===== src/rtl/ws28xx_pkg.sv =====
// Shared types and helpers for the WS28xx frame controller.
// Holds the controller state type, the pixel-width legality check and the byte scaler.
package ws28xx_pkg;

  typedef enum logic [2:0] {
    ST_IDLE  = 3'd0,
    ST_FETCH = 3'd1,
    ST_LOAD  = 3'd2,
    ST_SHIFT = 3'd3,
    ST_DONE  = 3'd4
  } state_t;

  function automatic bit pix_w_legal(input int unsigned pix_w);
    return (pix_w == 24) || (pix_w == 32);
  endfunction

  // bright+1 makes 255 an exact identity and 0 a full blank.
  function automatic logic [7:0] scale_byte(input logic [7:0] b, input logic [7:0] bright);
    logic [16:0] prod;
    prod = {9'd0, b} * ({9'd0, bright} + 17'd1);
    return prod[15:8];
  endfunction

endpackage


===== src/rtl/ws28xx_bright_scale.sv =====
// Combinational per-byte brightness scaling of one pixel word.
// Each colour byte is scaled independently by the frame brightness.
module ws28xx_bright_scale
  import ws28xx_pkg::*;
#(
  parameter int unsigned PIX_W = 24
) (
  input  logic [PIX_W-1:0] pix_i,
  input  logic [7:0]       bright_i,
  output logic [PIX_W-1:0] pix_o
);

  for (genvar k = 0; k < PIX_W / 8; k++) begin : g_byte
    assign pix_o[8*k +: 8] = scale_byte(pix_i[8*k +: 8], bright_i);
  end

endmodule


===== src/rtl/ws28xx_frame_ctl.sv =====
// WS28xx frame controller: walks a linked pixel list in synchronous RAM,
// scales each pixel by the frame brightness and streams its bits over valid/ready.
module ws28xx_frame_ctl
  import ws28xx_pkg::*;
#(
  parameter int unsigned ADDR_W    = 8,
  parameter int unsigned PIX_W     = 24,
  parameter bit          MSB_FIRST = 1'b1,
  parameter int unsigned MAX_PIX   = 2**ADDR_W
) (
  input  logic                    clk_i,
  input  logic                    rst_n_i,
  input  logic                    out_sync_i,
  input  logic [ADDR_W-1:0]       start_addr_i,
  input  logic [7:0]              bright_i,
  output logic                    bit_data_o,
  output logic                    bit_valid_o,
  output logic                    bit_last_o,
  input  logic                    bit_ready_i,
  output logic [ADDR_W-1:0]       ram_rd_addr_o,
  input  logic [ADDR_W+PIX_W-1:0] ram_rd_data_i,
  output logic                    busy_o,
  output logic                    frame_done_o,
  output logic                    frame_err_o
);

  localparam int unsigned CNT_W = $clog2(MAX_PIX + 1);
  localparam int unsigned BC_W  = $clog2(PIX_W);

  if (!pix_w_legal(PIX_W)) begin : g_bad_pix_w
    $error("ws28xx_frame_ctl: PIX_W must be 24 or 32");
  end

  state_t             state_q, state_d;
  logic [ADDR_W-1:0]  rd_addr_q, rd_addr_d;
  logic [ADDR_W-1:0]  next_q, next_d;
  logic [7:0]         bright_q, bright_d;
  logic [CNT_W-1:0]   pix_cnt_q, pix_cnt_d;
  logic [BC_W-1:0]    bit_cnt_q, bit_cnt_d;
  logic [PIX_W-1:0]   shreg_q, shreg_d;
  logic               pending_q, pending_d;
  logic               err_q, err_d;
  logic [PIX_W-1:0]   scaled;
  logic               pix_last_bit;
  logic               frame_end;

  ws28xx_bright_scale #(.PIX_W(PIX_W)) u_scale (
    .pix_i    (ram_rd_data_i[PIX_W-1:0]),
    .bright_i (bright_q),
    .pix_o    (scaled)
  );

  assign pix_last_bit = (bit_cnt_q == BC_W'(PIX_W - 1));
  assign frame_end    = (next_q == '0) || (pix_cnt_q == CNT_W'(MAX_PIX));

  always_comb begin
    state_d   = state_q;
    rd_addr_d = rd_addr_q;
    next_d    = next_q;
    bright_d  = bright_q;
    pix_cnt_d = pix_cnt_q;
    bit_cnt_d = bit_cnt_q;
    shreg_d   = shreg_q;
    err_d     = err_q;
    pending_d = pending_q;
    if (state_q != ST_IDLE && out_sync_i) pending_d = 1'b1;
    case (state_q)
      ST_IDLE: begin
        if (out_sync_i || pending_q) begin
          rd_addr_d = start_addr_i;
          bright_d  = bright_i;
          pix_cnt_d = '0;
          pending_d = 1'b0;
          err_d     = 1'b0;
          state_d   = ST_FETCH;
        end
      end
      ST_FETCH: state_d = ST_LOAD;
      ST_LOAD: begin
        next_d    = ram_rd_data_i[ADDR_W+PIX_W-1:PIX_W];
        shreg_d   = scaled;
        bit_cnt_d = '0;
        pix_cnt_d = pix_cnt_q + CNT_W'(1);
        state_d   = ST_SHIFT;
      end
      ST_SHIFT: begin
        if (bit_ready_i) begin
          shreg_d   = MSB_FIRST ? {shreg_q[PIX_W-2:0], 1'b0} : {1'b0, shreg_q[PIX_W-1:1]};
          bit_cnt_d = bit_cnt_q + BC_W'(1);
          if (pix_last_bit) begin
            if (next_q == '0) begin
              state_d = ST_DONE;
            end else if (pix_cnt_q == CNT_W'(MAX_PIX)) begin
              err_d   = 1'b1;
              state_d = ST_DONE;
            end else begin
              rd_addr_d = next_q;
              state_d   = ST_FETCH;
            end
          end
        end
      end
      ST_DONE: state_d = ST_IDLE;
      default: state_d = ST_IDLE;
    endcase
  end

  always_ff @(posedge clk_i or negedge rst_n_i) begin
    if (!rst_n_i) begin
      state_q   <= ST_IDLE;
      rd_addr_q <= '0;
      next_q    <= '0;
      bright_q  <= '0;
      pix_cnt_q <= '0;
      bit_cnt_q <= '0;
      shreg_q   <= '0;
      pending_q <= 1'b0;
      err_q     <= 1'b0;
    end else begin
      state_q   <= state_d;
      rd_addr_q <= rd_addr_d;
      next_q    <= next_d;
      bright_q  <= bright_d;
      pix_cnt_q <= pix_cnt_d;
      bit_cnt_q <= bit_cnt_d;
      shreg_q   <= shreg_d;
      pending_q <= pending_d;
      err_q     <= err_d;
    end
  end

  assign bit_valid_o   = (state_q == ST_SHIFT);
  assign bit_data_o    = bit_valid_o & (MSB_FIRST ? shreg_q[PIX_W-1] : shreg_q[0]);
  assign bit_last_o    = bit_valid_o & pix_last_bit & frame_end;
  assign ram_rd_addr_o = rd_addr_q;
  assign busy_o        = (state_q != ST_IDLE);
  assign frame_done_o  = (state_q == ST_DONE);
  assign frame_err_o   = (state_q == ST_DONE) & err_q;

endmodule


===== config.mk =====
export PLATFORM = sky130hd
export DESIGN_NAME = ws28xx_frame_ctl
export DESIGN_NICKNAME = d
export VERILOG_FILES = /design/src/rtl/ws28xx_pkg.sv /design/src/rtl/ws28xx_bright_scale.sv /design/src/rtl/ws28xx_frame_ctl.sv
export SDC_FILE = /design/constraint.sdc
export NUM_CORES = 1
export LEC_CHECK = 0
export ABC_CLOCK_PERIOD_IN_PS = 7100
export CAP_MARGIN = 25
export CORE_ASPECT_RATIO = 1.4
export CORE_MARGIN = 2
export CORE_UTILIZATION = 26
export CTS_BUF_LIST = sky130_fd_sc_hd__clkbuf_8
export DETAILED_ROUTE_END_ITERATION = 8
export GPL_ROUTABILITY_DRIVEN = 0
export MAX_ROUTING_LAYER = met4
export PLACE_DENSITY = 0.44
export SLEW_MARGIN = 20
export SYNTH_ARGS = -nofsm -noshare
export SYNTH_HDL_FRONTEND = slang
export SYNTH_SLANG_ARGS = --single-unit

===== constraint.sdc =====
create_clock -name clk_i -period 7.1 [get_ports clk_i]
set_clock_uncertainty 0.05 [all_clocks]
set_input_delay 1.42 -clock clk_i [delete_from_list [all_inputs] [get_ports clk_i]]
set_output_delay 1.42 -clock clk_i [all_outputs]
set_load 0.02 [all_outputs]

==> summary.md, run 1 <==
| Metric | Value |
|---|---|
| Post-Route WL | `24,500 um` |
| Cell taking the most area after synthesis | `fa_1` |
| Yosys cell types | `61` |
| # IOs | `66` |
| Arr. time, crit path | `6.06 ns` |
| Gr ovfl total | `0` |
| Fin cells | `1,579` |
| Async SR Flop Fraction | `100%` |
| Crit path max fanout | `9` |
| Average wire per standard cell | `15.5 um` |
| Area share of the largest cell type after synthesis | `25.6%` |
| Chip Height | `229 um` |
| Most common library cells after synthesis | `149 x inv_1, 148 x and2_1, 123 x nand2_1` |
| Initial detailed-routing violation count | `224` |
| RSZ-0062 raised after global routing | `no` |
| Crit end category | `register` |
| FILL cells | `3,898` |
| Antenna violations before repair | `0` |
| Root Buffer | `clkbuf_8` |
| First-pass GRT wire length | `41,800 um` |
| Outcome | `finished, final reports clean` |
| Initial Util | `26.3%` |
| Die span in x | `165 um` |
| Minimum clock period | `5.83 ns` |
| Area growth from synthesis to layout | `15.5%` |
| # Max-Cap Violations | `0` |
| Pre-CTS setup slack | `0.881 ns` |
| Vias in the first global route | `8,082` |
| Syn. warnings | `0` |
| Final Hold Vio Count | `0` |
| Port Buffer Count | `65` |
| Routed Antenna Nets | `0` |
| Post-CTS Setup Repair Bufs | `0` |
| Layout cell share with drive strength beyond 1 | `4.66%` |
| Clk pin slew, worst setup/hold paths | `0.08 ns` |
| Syn nets | `1,322` |
| Period utilisation layout | `82.0%` |
| Largest net degree at the start of global routing | `68` |
| Top FF cell, synth | `dfrtp_1` |
| Avg Vias per Cell | `4.62` |
| Total die area | `37,700 sq um` |
| TritonCTS Sinks | `67` |
| Setup TNS | `0 ns` |
| Row cnt | `82` |
| DRT Pass-1 Iters | `4` |
| Post-CTS sizing | `0` |
| Pwr dens | `173 nW/um^2` |
| Crit Path Class | `input port to register` |
| Post-Synthesis Cells | `1,050` |
| Final #Nets | `1,383` |
| Post-synthesis sequential area ratio | `17.8%` |
| TritonCTS clock tree | `built` |
| Final slew viol count | `0` |
| Num CTS Buffers | `9` |
| Core footprint | `35,700 sq um` |
| DR vias | `7,293` |
| PnR worst setup slack | `1.27 ns` |
| Post-synth EDFFs | `0` |
| Max Fclk | `172 MHz` |
| Drt drc | `0` |
| Setup violations, final | `0` |
| Flop and latch count out of synthesis | `67` |
| Top cells by area, synth | `fa_1 26%, dfrtp_1 18%, ha_1 13%` |
| Class of the worst hold path | `register to register` |
| Pleak | `0.00537 uW` |
| DP HPWL | `18,900 um` |
| Worst slew margin | `37.9%` |
| Tot GR Track Use | `14.3%` |
| Dpl cells | `1,561` |
| Avg Cell Area, Syn | `8.95 sq um` |
| Count leader, synth | `inv_1` |
| Clk Latency, worst-skew pair | `0.35 ns` |
| Mapped cell area | `9400 sq um` |
| Worst slew pin tran | `0.932 ns` |
| Max VDD drop | `0.000141 V` |
| Clk buf depth | `2` |
| CP Launch Type | `input port` |
| Post-CTS Hold Buffers | `0` |
| H-tree depth | `3` |
| Critical path required time | `7.33 ns` |
## where the power goes
group	internal, uW	switching, uW
combinational	443	557
clock	169	154
sequential	473	83.3
total	1080	795
## path summary, 6_finish.rpt
check,slack (ns),depth (start not counted),endpoint,start
setup / recovery,1.27,17,shreg_q[12]$_DFFE_PN0P_,ram_rd_data_i[10]
hold / removal,0.44,2,shreg_q[0]$_DFFE_PN0P_,shreg_q[0]$_DFFE_PN0P_
setup reg to reg,1.45,21,shreg_q[12]$_DFFE_PN0P_,bright_q[0]$_DFFE_PN0P_
hold reg to reg,0.44,2,shreg_q[0]$_DFFE_PN0P_,shreg_q[0]$_DFFE_PN0P_
max in group asynchronous,5.17,2,shreg_q[21]$_DFFE_PN0P_,rst_n_i
min in group asynchronous,1.21,2,ram_rd_addr_o[1]$_DFFE_PN0P_,rst_n_i
## worst max-delay path, cell delays in order
cell             delay (ns)
clkdlybuf4s50_1        0.63
nand2_1                0.12
fa_1                   0.52
fa_1                   0.57
inv_1                  0.06
fa_1                   0.49
inv_1                  0.05
fa_1                   0.48
inv_1                  0.04
ha_1                   0.33
a21o_1                 0.21
nand2_1                0.06
a21bo_1                0.21
or2_4                  0.25
o21ai_1                0.15
mux2_1                 0.34
o21ai_1                0.11
## layout by cell type (no fill, tap or decap), types with 10 or more instances in the layout
| cell type | Yosys | routed |
|---|---|---|
| inv_1 | 149 | 150 |
| and2_1 | 148 | 148 |
| nand2_1 | 123 | 123 |
| fa_1 | 120 | 120 |
| ha_1 | 100 | 100 |
| dfrtp_1 | 67 | 67 |
| clkdlybuf4s50_1 | 0 | 64 |
| nor2_1 | 38 | 37 |
| a21oi_1 | 35 | 35 |
| o21ai_0 | 30 | 30 |
| nor2b_1 | 23 | 23 |
| xnor2_1 | 23 | 20 |
| o22ai_1 | 17 | 17 |
| buf_4 | 0 | 17 |
| xor2_1 | 15 | 15 |
| nand3_1 | 14 | 14 |
| and3_1 | 13 | 13 |
| nand4_1 | 12 | 12 |
| clkbuf_8 | 0 | 10 |
## state kept, by name, summed over array words and instances, names as in the netlist
signal,count
bright_q,8
pix_cnt_q,9
next_q,8
ram_rd_addr_o,8
shreg_q,24
err_q,1
bit_cnt_q,5
state_q,3
pending_q,1
## routing by layer
layer	GRT usage (%)	wire length (um)
met5	-	0
met4	3.04	250
met3	1.60	659
met2	25.3	12700
met1	17.4	10800
## cell type report
| cell class | instances | area (sq um) | share of cell area, % |
|---|---|---|---|
| well taps | 462 | 578 | 5.33 |
| clock buffers | 10 | 138 | 1.27 |
| multi-input cells | 799 | 7050 | 65.0 |
| clock inverters | 6 | 56.3 | 0.519 |
| inverters | 151 | 567 | 5.22 |
| diodes | 1 | 2.50 | 0.0231 |
| flip-flops and latches | 67 | 1680 | 15.5 |
| repair buffers | 83 | 785 | 7.23 |
## kinds of logic (layout without fill, tap and decap cells)
kind of cell             count (synthesis)  count (layout)  synth area share [%]
AO/OA/AOI/OAI                          144             144                  10.1
XOR/XNOR                                38              38                  3.54
adder cells (fa/ha/maj)                220             220                  38.9
buffers and inverters                  184             250                  7.43
flip-flops                              67              67                  17.8
multiplexers                             3               3                 0.333
other                                    0               1                     0
AND/OR/NAND/NOR                        394             394                  21.9
## stage by stage
step / total power (uW) / utilization, % / instance area, sq um / hold slack (ns)
4_1_cts: 1910 / 30.4 / 10800 / 0.446
2_1_floorplan: 1270 / - / 9400 / 0.401
5_1_grt: 2090 / 30.4 / 10800 / 0.479
6_report: 1880 / 30.4 / 10900 / 0.441
3_3_place_gp: 1570 / 29.8 / 10600 / 0.423
3_5_place_dp: 1570 / 29.8 / 10600 / 0.429
Note: power is estimated with default switching activity, not from simulation.
==> run 2: changes to the inputs <==
--- a/config.mk
+++ b/config.mk
@@ -5,7 +5,7 @@
 export SDC_FILE = /design/constraint.sdc
 export NUM_CORES = 1
 export LEC_CHECK = 0
-export ABC_CLOCK_PERIOD_IN_PS = 7100
+export ABC_CLOCK_PERIOD_IN_PS = 5600
 export CAP_MARGIN = 25
 export CORE_ASPECT_RATIO = 1.4
 export CORE_MARGIN = 2
==> constraint.sdc (replaced) <==
create_clock -name clk_i -period 5.6 [get_ports clk_i]
set_clock_uncertainty 0.05 [all_clocks]
set_input_delay 1.12 -clock clk_i [delete_from_list [all_inputs] [get_ports clk_i]]
set_output_delay 1.12 -clock clk_i [all_outputs]
set_load 0.02 [all_outputs]
==> summary.md, run 2 (synthesized netlist as in run 1, its figures left out) <==
| Metric | Value |
|---|---|
| CP Capture Point | `shreg_q[23]$_DFFE_PN0P_` |
| TritonCTS Sinks | `67 (unchanged)` |
| DR vias | `7,447 (+2.1%)` |
| Gr ovfl total | `0 (unchanged)` |
| End-of-flow core utilization | `32.0% (+1.6 points)` |
| Worst r2r src | `bright_q[0]$_DFFE_PN0P_` |
| First-pass GRT wire length | `42,200 um (+1.1%)` |
| N_diodes | `0 (-1)` |
| # Max-Cap Violations | `0 (unchanged)` |
| Crit Path Class | `input port to register` |
| Critical path's top delay family | `adder cells` |
| Max Fclk | `187 MHz` |
| Clk buf depth | `2 (unchanged)` |
| Port Buffer Count | `65 (unchanged)` |
| Average wire per standard cell | `14.9 um (-3.6%)` |
| Initial detailed-routing violation count | `273 (+22%)` |
| Core footprint | `35,700 sq um (unchanged)` |
| Row cnt | `82 (unchanged)` |
| RSZ-0062 raised after global routing | `yes` |
| Most frequent cells in the layout | `149 x inv_1, 148 x and2_1, 123 x nand2_1` |
| Final #Nets | `1,448 (+4.7%)` |
| Top Registers | `shreg_q (24), pix_cnt_q (9)` |
| Minimum clock period | `5.36 ns` |
| DRT Pass-1 Iters | `5 (+1)` |
| Chip Height | `229 um (unchanged)` |
| TritonCTS clock tree | `built` |
| Commonest non-fill, non-tap cell in the layout | `inv_1` |
| Max incr delay on CP | `0.55 ns (-0.08 ns)` |
| Routed Antenna Nets | `0 (unchanged)` |
| Drt drc | `0 (unchanged)` |
| Crit end category | `register` |
| Outcome | `finished, final reports clean` |
| CP bufs+invs | `5 (+1)` |
| Hold_ws | `0.444 ns (+0.00263 ns)` |
| Worst slew margin | `41.1% (+3.3 points)` |
| Post-CTS Hold Buffers | `0 (unchanged)` |
| Die span in x | `165 um (unchanged)` |
| Total die area | `37,700 sq um (unchanged)` |
| R2r endpoint | `shreg_q[15]$_DFFE_PN0P_` |
| Fin cells | `1,643 (+4.1%)` |
| Placed inst area | `11,200 sq um (+5.4%)` |
| Num CTS Buffers | `9 (unchanged)` |
| Initial Util | `26.3% (unchanged)` |
| CP Launch Type | `input port` |
| Max VDD drop | `0.000147 V (+4.5%)` |
| Setup crit start | `ram_rd_data_i[19]` |
| Dpl cells | `1,627 (+4.2%)` |
| Root Buffer | `clkbuf_8` |
| Final slew viol count | `0 (unchanged)` |
| Layout cell share with drive strength beyond 1 | `10.2% (+5.6 points)` |
| Largest net degree at the start of global routing | `68 (unchanged)` |
| Arr. time, crit path | `5.55 ns (-0.51 ns)` |
| Tot GR Track Use | `14.4% (+0.053 points)` |
| Area growth from synthesis to layout | `21.6%` |
| Pwr dens | `223 nW/um^2 (+29%)` |
| Crit path max fanout | `7 (-2)` |
| FF-to-FF setup slack | `0.30 ns (-1.15 ns)` |
| Max FFs per register | `24 (unchanged)` |
| Final Hold Vio Count | `0 (unchanged)` |
| PnR worst setup slack | `0.239 ns (-1.04 ns)` |
| Antenna violations before repair | `0 (unchanged)` |
| Critical path required time | `5.78 ns (-1.55 ns)` |
| Post-Route WL | `24,500 um (+0.27%)` |
| Final Instance Area | `11,400 sq um (+5.4%)` |
| Worst slew pin tran | `0.883 ns (-0.0489 ns)` |
| Cell mode on critical path | `fa_1` |
| Setup violations, final | `0 (unchanged)` |
| H-tree depth | `3 (unchanged)` |
| Critical-path cell list | `clkdlybuf4s50_1 -> buf_4 -> and2_1 -> fa_1 -> fa_1 -> fa_1 -> inv_1 -> fa_1 -> inv_1 -> ha_1 -> and3_1 -> a311oi_1 -> buf_4 -> o21a_1 -> o21ai_1 -> xnor2_1 -> o21ai_1` |
| Clk pin slew, worst setup/hold paths | `0.08 ns (about the same)` |
| Class of the worst hold path | `register to register` |
| WP depth | `17 (unchanged)` |
| DP HPWL | `19,500 um (+3.6%)` |
| Clk Latency, worst-skew pair | `0.36 ns (about the same)` |
| Period utilisation layout | `95.7%` |
| Post-CTS Setup Repair Bufs | `0 (unchanged)` |
| Avg Vias per Cell | `4.53 (-1.9%)` |
| Pre-CTS setup slack | `-0.201 ns (-1.08 ns)` |
| # IOs | `66 (unchanged)` |
| Reg2reg path depth | `21 (unchanged)` |
| Pleak | `0.00574 uW (+6.9%)` |
| Vias in the first global route | `8,169 (+1.1%)` |
| Slowest CP cell | `clkdlybuf4s50_1` |
| Largest Register | `shreg_q` |
| Post-CTS sizing | `0 (unchanged)` |
-- run 2: area by class of cell --
type,count,area [sq um]
clock buffer,9,124
inverter,151,567
timing repair buffer,148,1350
multi-input combinational,799,7060
tap,462,578
fill,3824,24300
clock inverter,7,68.8
sequential,67,1680
-- run 2: how the worst min path moves through the flow --
| stage | end | depth (start not counted) | from |
|---|---|---|---|
| floorplan | shreg_q[0]$_DFFE_PN0P_ | 2 | shreg_q[0]$_DFFE_PN0P_ |
| global placement | shreg_q[8]$_DFFE_PN0P_ | 2 | shreg_q[8]$_DFFE_PN0P_ |
| detailed placement | shreg_q[0]$_DFFE_PN0P_ | 2 | shreg_q[0]$_DFFE_PN0P_ |
| CTS | shreg_q[0]$_DFFE_PN0P_ | 2 | shreg_q[0]$_DFFE_PN0P_ |
| global route | shreg_q[8]$_DFFE_PN0P_ | 2 | shreg_q[8]$_DFFE_PN0P_ |
| finish | shreg_q[0]$_DFFE_PN0P_ | 2 | shreg_q[0]$_DFFE_PN0P_ |
-- run 2: power by group --
| group | leakage [uW] | switching [uW] | total, uW | internal, uW |
|---|---|---|---|---|
| combinational | 0.00484 | 755 | 1440 | 688 |
| sequential | 0.000806 | 105 | 704 | 600 |
| clock | 0.0000950 | 200 | 404 | 204 |
-- run 2: stage by stage --
stage,power (uW),setup TNS (ns)
CTS,2590,0
finish,2550,0
floorplan,1610,0
global placement,2170,-1.53
global route,2830,-0.0750
detailed placement,2170,-1.56
-- run 2: metal layers --
layer  vias to the layer above  GRT usage (%)  wire, um
li1                       3639              -         -
met1                      3701           17.5     10700
met2                        89           25.9     13000
met3                        18           1.38       605
met4                         0           2.45       197
met5                         -              -         0
-- run 2: worst register-to-register path, delay by kind of cell, from the launching register on --
family                   cells  cell delay (ns)
adder cells (fa/ha/maj)      6             2.44
AND/OR/NAND/NOR              4             0.57
AO/OA/AOI/OAI                5             0.90
buffers and inverters        4             0.45
flip-flops                   1             0.41
XOR/XNOR                     2             0.37
